[src/rtl/alu_arbiter_if.sv]
// alu_arbiter_if: request, response and ALU-side signals of the two-requester ALU arbiter.
// The arbiter uses the slave modport. The requesters and the ALU use the master modport.
interface alu_arbiter_if;
    localparam int unsigned DATA_W = 32;
    localparam int unsigned OP_W   = 4;

    // Requester 0 (pipeline EX)
    logic              REQ0_VALID;
    logic [OP_W-1:0]   REQ0_ALUC;
    logic [DATA_W-1:0] REQ0_A;
    logic [DATA_W-1:0] REQ0_B;
    logic              REQ0_READY;

    // Requester 1 (auxiliary unit)
    logic              REQ1_VALID;
    logic [OP_W-1:0]   REQ1_ALUC;
    logic [DATA_W-1:0] REQ1_A;
    logic [DATA_W-1:0] REQ1_B;
    logic              REQ1_READY;

    // Response path, with the result shared by both requesters
    logic              RSP0_VALID;
    logic              RSP1_VALID;
    logic              RSP0_READY;
    logic              RSP1_READY;
    logic [DATA_W-1:0] RSP_RESULT;

    // Shared ALU
    logic [OP_W-1:0]   ALU_C;
    logic [DATA_W-1:0] ALU_A;
    logic [DATA_W-1:0] ALU_B;
    logic [DATA_W-1:0] ALU_R;

    // Status
    logic              GRANT_ID;
    logic              BUSY;

    modport slave (
        input  REQ0_VALID, REQ0_ALUC, REQ0_A, REQ0_B,
        input  REQ1_VALID, REQ1_ALUC, REQ1_A, REQ1_B,
        input  RSP0_READY, RSP1_READY, ALU_R,
        output REQ0_READY, REQ1_READY,
        output RSP0_VALID, RSP1_VALID, RSP_RESULT,
        output ALU_C, ALU_A, ALU_B,
        output GRANT_ID, BUSY
    );

    modport master (
        output REQ0_VALID, REQ0_ALUC, REQ0_A, REQ0_B,
        output REQ1_VALID, REQ1_ALUC, REQ1_A, REQ1_B,
        output RSP0_READY, RSP1_READY, ALU_R,
        input  REQ0_READY, REQ1_READY,
        input  RSP0_VALID, RSP1_VALID, RSP_RESULT,
        input  ALU_C, ALU_A, ALU_B,
        input  GRANT_ID, BUSY
    );
endinterface

[src/rtl/alu_arbiter.sv]
// alu_arbiter: shares one combinational ALU between two requesters.
// The FSM runs IDLE -> EXEC -> RESP with a fixed two-cycle accept-to-response latency.
// Optional macro ALU_ARB_RR_EN selects round-robin arbitration with a 1-bit pointer.
// When the macro is not defined, requester 0 has fixed priority.
// REQn_READY is a combinational decode of IDLE and the winner, so that an accept happens
// in the same cycle. All other outputs come from registers.
module alu_arbiter (
    input  logic         clock,
    input  logic         resetn,
    alu_arbiter_if.slave bus
);
    localparam int unsigned DATA_W = 32;
    localparam int unsigned OP_W   = 4;

    typedef enum logic [1:0] {
        S_IDLE = 2'd0,
        S_EXEC = 2'd1,
        S_RESP = 2'd2
    } state_e;

    state_e            state_q, state_d;
    logic [OP_W-1:0]   alu_c_q, alu_c_d;
    logic [DATA_W-1:0] alu_a_q, alu_a_d;
    logic [DATA_W-1:0] alu_b_q, alu_b_d;
    logic [DATA_W-1:0] result_q, result_d;
    logic              grant_q, grant_d;
    logic              rsp0_valid_q, rsp1_valid_q;
    logic              busy_q;

    logic              any_req_c;
    logic              win_c;
    logic              accept_c;

    assign any_req_c = bus.REQ0_VALID | bus.REQ1_VALID;

`ifdef ALU_ARB_RR_EN
    // The pointer names the requester that wins a tie. It always points away from the last grant.
    logic ptr_q, ptr_d;

    // Winner: a lone requester always wins, and the pointer settles a tie
    always_comb begin
        win_c = 1'b0;
        if (bus.REQ0_VALID && bus.REQ1_VALID) begin
            win_c = ptr_q;
        end else begin
            win_c = bus.REQ1_VALID;
        end
    end

    assign ptr_d = accept_c ? ~win_c : ptr_q;

    // Round-robin pointer: after reset it favours requester 0, and it moves only on an accept
    always_ff @(posedge clock or negedge resetn) begin
        if (!resetn) begin
            ptr_q <= 1'b0;
        end else begin
            ptr_q <= ptr_d;
        end
    end
`else
    // Winner: requester 0 whenever it is valid
    assign win_c = ~bus.REQ0_VALID;
`endif

    // Next state: latch the winner's operation, capture the ALU result, then wait for the response handshake
    always_comb begin
        state_d  = state_q;
        alu_c_d  = alu_c_q;
        alu_a_d  = alu_a_q;
        alu_b_d  = alu_b_q;
        result_d = result_q;
        grant_d  = grant_q;
        accept_c = 1'b0;
        unique case (state_q)
            S_IDLE: begin
                if (any_req_c) begin
                    accept_c = 1'b1;
                    grant_d  = win_c;
                    alu_c_d  = win_c ? bus.REQ1_ALUC : bus.REQ0_ALUC;
                    alu_a_d  = win_c ? bus.REQ1_A    : bus.REQ0_A;
                    alu_b_d  = win_c ? bus.REQ1_B    : bus.REQ0_B;
                    state_d  = S_EXEC;
                end
            end
            S_EXEC: begin
                result_d = bus.ALU_R;
                state_d  = S_RESP;
            end
            S_RESP: begin
                if (grant_q ? bus.RSP1_READY : bus.RSP0_READY) begin
                    state_d = S_IDLE;
                end
            end
            default: begin
                state_d = S_IDLE;
            end
        endcase
    end

    // State and output registers: reset discards any in-flight operation
    always_ff @(posedge clock or negedge resetn) begin
        if (!resetn) begin
            state_q      <= S_IDLE;
            alu_c_q      <= '0;
            alu_a_q      <= '0;
            alu_b_q      <= '0;
            result_q     <= '0;
            grant_q      <= 1'b0;
            rsp0_valid_q <= 1'b0;
            rsp1_valid_q <= 1'b0;
            busy_q       <= 1'b0;
        end else begin
            state_q      <= state_d;
            alu_c_q      <= alu_c_d;
            alu_a_q      <= alu_a_d;
            alu_b_q      <= alu_b_d;
            result_q     <= result_d;
            grant_q      <= grant_d;
            rsp0_valid_q <= (state_d == S_RESP) && !grant_d;
            rsp1_valid_q <= (state_d == S_RESP) &&  grant_d;
            busy_q       <= (state_d != S_IDLE);
        end
    end

    assign bus.REQ0_READY = accept_c & ~win_c;
    assign bus.REQ1_READY = accept_c &  win_c;
    assign bus.RSP0_VALID = rsp0_valid_q;
    assign bus.RSP1_VALID = rsp1_valid_q;
    assign bus.RSP_RESULT = result_q;
    assign bus.ALU_C      = alu_c_q;
    assign bus.ALU_A      = alu_a_q;
    assign bus.ALU_B      = alu_b_q;
    assign bus.GRANT_ID   = grant_q;
    assign bus.BUSY       = busy_q;
endmodule

[src/flat_wrapper.sv]
// flat-port wrapper written by rule: the top's interface ports become plain ports
module alu_arbiter_flat 
  (clock, resetn, bus_REQ0_VALID, bus_REQ0_ALUC, bus_REQ0_A, bus_REQ0_B, bus_REQ1_VALID, bus_REQ1_ALUC, bus_REQ1_A, bus_REQ1_B, bus_RSP0_READY, bus_RSP1_READY, bus_ALU_R, bus_REQ0_READY, bus_REQ1_READY, bus_RSP0_VALID, bus_RSP1_VALID, bus_RSP_RESULT, bus_ALU_C, bus_ALU_A, bus_ALU_B, bus_GRANT_ID, bus_BUSY);
  alu_arbiter_if bus_i ();
  input  logic clock;
  input  logic resetn;
  input wire logic [$bits(bus_i.REQ0_VALID)-1:0] bus_REQ0_VALID;
  input wire logic [$bits(bus_i.REQ0_ALUC)-1:0] bus_REQ0_ALUC;
  input wire logic [$bits(bus_i.REQ0_A)-1:0] bus_REQ0_A;
  input wire logic [$bits(bus_i.REQ0_B)-1:0] bus_REQ0_B;
  input wire logic [$bits(bus_i.REQ1_VALID)-1:0] bus_REQ1_VALID;
  input wire logic [$bits(bus_i.REQ1_ALUC)-1:0] bus_REQ1_ALUC;
  input wire logic [$bits(bus_i.REQ1_A)-1:0] bus_REQ1_A;
  input wire logic [$bits(bus_i.REQ1_B)-1:0] bus_REQ1_B;
  input wire logic [$bits(bus_i.RSP0_READY)-1:0] bus_RSP0_READY;
  input wire logic [$bits(bus_i.RSP1_READY)-1:0] bus_RSP1_READY;
  input wire logic [$bits(bus_i.ALU_R)-1:0] bus_ALU_R;
  output wire logic [$bits(bus_i.REQ0_READY)-1:0] bus_REQ0_READY;
  output wire logic [$bits(bus_i.REQ1_READY)-1:0] bus_REQ1_READY;
  output wire logic [$bits(bus_i.RSP0_VALID)-1:0] bus_RSP0_VALID;
  output wire logic [$bits(bus_i.RSP1_VALID)-1:0] bus_RSP1_VALID;
  output wire logic [$bits(bus_i.RSP_RESULT)-1:0] bus_RSP_RESULT;
  output wire logic [$bits(bus_i.ALU_C)-1:0] bus_ALU_C;
  output wire logic [$bits(bus_i.ALU_A)-1:0] bus_ALU_A;
  output wire logic [$bits(bus_i.ALU_B)-1:0] bus_ALU_B;
  output wire logic [$bits(bus_i.GRANT_ID)-1:0] bus_GRANT_ID;
  output wire logic [$bits(bus_i.BUSY)-1:0] bus_BUSY;
  assign bus_i.REQ0_VALID = bus_REQ0_VALID;
  assign bus_i.REQ0_ALUC = bus_REQ0_ALUC;
  assign bus_i.REQ0_A = bus_REQ0_A;
  assign bus_i.REQ0_B = bus_REQ0_B;
  assign bus_i.REQ1_VALID = bus_REQ1_VALID;
  assign bus_i.REQ1_ALUC = bus_REQ1_ALUC;
  assign bus_i.REQ1_A = bus_REQ1_A;
  assign bus_i.REQ1_B = bus_REQ1_B;
  assign bus_i.RSP0_READY = bus_RSP0_READY;
  assign bus_i.RSP1_READY = bus_RSP1_READY;
  assign bus_i.ALU_R = bus_ALU_R;
  assign bus_REQ0_READY = bus_i.REQ0_READY;
  assign bus_REQ1_READY = bus_i.REQ1_READY;
  assign bus_RSP0_VALID = bus_i.RSP0_VALID;
  assign bus_RSP1_VALID = bus_i.RSP1_VALID;
  assign bus_RSP_RESULT = bus_i.RSP_RESULT;
  assign bus_ALU_C = bus_i.ALU_C;
  assign bus_ALU_A = bus_i.ALU_A;
  assign bus_ALU_B = bus_i.ALU_B;
  assign bus_GRANT_ID = bus_i.GRANT_ID;
  assign bus_BUSY = bus_i.BUSY;
  alu_arbiter u_core (.clock(clock), .resetn(resetn), .bus(bus_i));
endmodule
[config.mk]
export PLATFORM = sky130hd
export DESIGN_NAME = alu_arbiter_flat
export DESIGN_NICKNAME = d
export VERILOG_FILES = /design/src/rtl/alu_arbiter_if.sv /design/src/rtl/alu_arbiter.sv /design/src/flat_wrapper.sv
export SDC_FILE = /design/constraint.sdc
export NUM_CORES = 1
export LEC_CHECK = 0
export ABC_AREA = 1
export ABC_CLOCK_PERIOD_IN_PS = 1200
export CAP_MARGIN = 25
export CORE_AREA = 2 2 143 145
export CTS_CLUSTER_SIZE = 14
export DETAILED_ROUTE_END_ITERATION = 10
export DIE_AREA = 0 0 145 147
export SYNTH_ARGS = -nofsm -noshare
export SYNTH_HDL_FRONTEND = slang
export SYNTH_SLANG_ARGS = --single-unit
[constraint.sdc]
create_clock -name clock -period 1.2 [get_ports clock]
set_input_delay 0.18 -clock clock [delete_from_list [all_inputs] [get_ports clock]]
set_output_delay 0.18 -clock clock [all_outputs]
set_load 0.005 [all_outputs]
After elaboration in Yosys (flattened, before gate mapping). Index checks and enable logic that the tools add are counted.

$add $sub $neg: 0. Multiply operators: 0. Div/mod/pow operators: 0. Magnitude comparators: 0. Equal/unequal tests: 3. Shift-type cells: 0. Muxes and demuxes: 11. Bitwise gates (word level): 4. Reduce and logical (&&, ||, !) cells: 6.

Operators by type and width (count): 2-to-1 mux 32 bit (2); case mux 2 bit (3 select lines) (1); 2-to-1 mux 1 bit (5); == test 2 bit (second input constant) (2); 2-to-1 mux 2 bit (2); 2-to-1 mux 4 bit (1); bitwise AND 1 bit (2); == test 2 x 1 -> 1 bit (second input constant) (1); logical AND 1 bit (2); logical NOT 2 bit (1); AND reduction 2 bit (1); nonzero test 2 bit (1); logical NOT 1 bit (1); inverter 1 bit (1); bitwise OR 1 bit (1).

Bits in registers: 106. Bits in latches: 0. RAM bits: 0. ROM bits: 0. Input bits: 174. Output and inout port bits: 106. Logic and storage cells: 33. Memories: 0.

Longest topological paths before layout.
Depth in word-level cells: 5. Mapped depth: 9. Gate-level depth less buffers: 6.

Worst setup path after synthesis. No wires, ideal clock.

Path type: reg2reg. Start point: register u_core.state_q[0]. End point: register u_core.alu_b_q[12], in the netlist u_core.bus.ALU_B[12]. Library setup time: 0.116 ns. Arrival: 1.148 ns. Required time: 1.084 ns. Slack: -0.065 ns. Stages on the path, launching flop included: 10. Path buffers: 3. Period minus slack after synthesis: 1.265 ns. Cells stage by stage: dfrtp_1 buf_6 nor2_4 nand2_2 nand2_4 inv_2 buf_6 buf_6 nand2_1 nand2_1.

Longest elaborated chain between the ends: 2.

RTL lines: from (decl) (line alu_arbiter.sv:21) `state_e state_q, state_d;`; from (signal assigned) (line alu_arbiter.sv:113) `state_q <= state_d;`; logical NOT 2 bit (line alu_arbiter.sv:74) `unique case (state_q)`; AND reduction 2 bit (no source line); to (signal assigned) (line alu_arbiter.sv:116) `alu_b_q <= alu_b_d;`; to (decl) (line alu_arbiter.sv:24) `logic [DATA_W-1:0] alu_b_q, alu_b_d;`.

Every way passes these cells. A chain may end at the register's enable or synchronous reset.

Worst setup path in the final report.
Start point: register u_core.state_q[1]. End point: register u_core.alu_b_q[10], in the netlist u_core.bus.ALU_B[10].

Same word-level chain as after synthesis.

==> reports/results.ini <==
[grt]
grt_busiest_layer=met2
grt_usage=0.157
antenna_found_initial=0
grt_util_met1=0.191
grt_max_degree=47
gr-usage-met2=0.263
use_met3=0.0475
grt_pass1_vias=5093
overflow=0
grt_pass1_wl_um=26800

[run_status]
violations=setup timing
status=finished with violations

[critical_path]
critPathCaptureType=register
path_cells=nor2_4 -> buf_6 -> nand2_4 -> buf_6 -> nand2_8 -> buf_12 -> clkbuf_16 -> nand2_4 -> nand2_1
crit_slowest_cell=dfrtp_1
crit_path_start_kind=register
r2r_cells=9
crit_path_max_fanout=8
crit_arrival_ns=1.75
cpPeakStageDelay_ns=0.41
r2r_start=u_core.state_q[1]
worstReg2RegEnd=u_core.bus.ALU_B[10]
required_ns=1.49
critPathTopFamily=buffers and inverters
crit_type=register to register
critPathLaunch=u_core.state_q[1]
r2r_setup_slack_ns=-0.26
critPathBufInv=4

[power]
power_density_nw_per_um2=2180
ir_worst_vdd_uv=680
power_w=0.0200
p_leak_nw=4.73

[floorplan]
initial_core_util=0.247
die_h_um=147
row_count=52
die_area_um2=21300
core_region_area_um2=19800
ios=280
die_x_um=145

[final_layout]
diodes=0
syn_to_final_growth_pct=87.9
drive_above_1_share=0.146
nFillCells=1971
post-route-cell-area_um2=9210
nets=1168

[cts]
worstSkewPairLatency_ns=0.35
clockBufferDepth=2
cts_sinks=106
cts_buffers=9
root_buffer=clkbuf_16
cts_tree=yes
htreeDepth=3
clk_pin_slew_ns=0.07

[synth]
synthArstFlopShare=1.00
synthDistinctLibCells=14
synth_area_leaders=dfrtp_1 54%, nand2_1 37%, nand3_1 3.4%, buf_2 1.6%, clkbuf_1 1.0%
ys_seq_area_frac=0.541
yosysWarnings=0
synth_largest_area_cell=dfrtp_1
synth-edff-count=0
syn_area_um2=4900
syn_nets=847
synth.most_common_cell=nand2_1
postSynthCellCount=673
synthFlopType=dfrtp_1
synth_top_area_frac=0.541
ys_ff_latch=106
syn_avg_cell_area_um2=7.28
synth_common_cells=480 x nand2_1, 106 x dfrtp_1, 33 x nand3_1, 16 x buf_2, 13 x clkbuf_1

[detailed_routing]
drt-initial-drc-count=156
dr_total_vias=5255
routed_wl_um=18400
wire_per_inst_um=14.5
drc=0
dr.pass1.iters=4
viasPerCell=4.14
drtAntennaViolNets=0

[timing]
maxSlewViolCount=0
setup_viol=72
fin_crit_ns=1.46
final_hold_viol_count=0
rsz0062_at_grt=yes
worst_slack_ns=-0.256
period_share=1.21
worst_pin_slew_ns=0.291
timing.fmax_mhz=687
slew_headroom=0.806
fin_skew_ns=0.00658

[placement]
gp_congestion=0.761
port_buffers=279
place_area_um2=8130
hpwl_um=12200

[worst_hold_path]
min_path_type=primary input to asynchronous set/reset pin

[job]
cap_violations=0

[cell families (layout without fill, tap and decap cells)]
family / Yosys count / in the layout / share of synthesized area
buffers and inverters: 47 / 373 / 0.0478
DFF: 106 / 106 / 0.541
and+or+nand+nor: 520 / 520 / 0.411
[metal layers]
| metal | up-vias | wire length (um) |
|---|---|---|
| li1 | 2676 | - |
| met1 | 2362 | 8180 |
| met2 | 195 | 8620 |
| met3 | 22 | 1220 |
| met4 | 0 | 345 |
| met5 | - | 0 |
[layout by cell type (no fill, tap or decap), drive strengths merged, types with 2 or more instances in the layout]
master,count
clkdlybuf4s15,93
nand3,33
inv,10
nand2,483
clkinvlp,2
buf,63
clkinv,2
clkbuf,21
nor2,4
clkdlybuf4s50,171
dlygate4sd2,9
dfrtp,106
[state kept, by name, summed over array words and instances, names as in the netlist]
register               count
u_core.bus.BUSY            1
u_core.bus.RSP0_VALID      1
u_core.bus.ALU_C           4
u_core.bus.ALU_A          32
u_core.bus.RSP1_VALID      1
u_core.bus.ALU_B          32
u_core.state_q             2
u_core.bus.GRANT_ID        1
u_core.bus.RSP_RESULT     32
[where the power goes]
group / total (W) / internal (W) / leakage (nW) / switching, W
combinational: 0.0109 / 0.00597 / 3.28 / 0.00498
clock: 0.00288 / 0.00149 / 0.137 / 0.00140
sequential: 0.00620 / 0.00529 / 1.31 / 0.000913
[cell type report]
class | instances | area (um^2) | area share
clock buffer | 10 | 239 | 0.0260
tap | 270 | 338 | 0.0367
multi-input combinational | 520 | 2180 | 0.236
timing repair buffer | 349 | 3710 | 0.403
sequential | 106 | 2650 | 0.288
inverter | 8 | 45.0 | 0.00489
clock inverter | 6 | 48.8 | 0.00530
[worst max-delay path by stage]
stage / to / cells past startpoint
2_1_floorplan: u_core.bus.ALU_B[12] / 9
3_3_place_gp: bus_REQ1_READY / 4
3_5_place_dp: u_core.bus.ALU_B[9] / 8
4_1_cts: bus_REQ1_READY / 5
5_1_grt: u_core.bus.ALU_A[0] / 9
6_report: u_core.bus.ALU_B[10] / 9
[repair_timing]
item                                    CTS  global route
resized for setup                       200            85
cloned                                    1            15
hold buffers                              1             0
endpoints found under the setup margin  210           126
setup buffers                            13            15
pin swaps                                 2            34
endpoints found under the hold margin    15             0
[metrics by stage]
step / utilization / hold WS, ns / setup TNS, ns / worst slack [ns] / instances
floorplan: - / -0.116 / -0.422 / -0.0422 / 673
global placement: 0.410 / 0.0744 / -30.18 / -0.375 / 1208
detailed placement: 0.410 / 0.0703 / -30.45 / -0.362 / 1208
CTS: 0.432 / 0.237 / -14.30 / -0.276 / 1239
global route: 0.464 / 0.252 / -20.39 / -0.311 / 1269
finish: 0.464 / 0.242 / -15.78 / -0.256 / 1269
No activity file was read; power rests on OpenSTA's default activity.
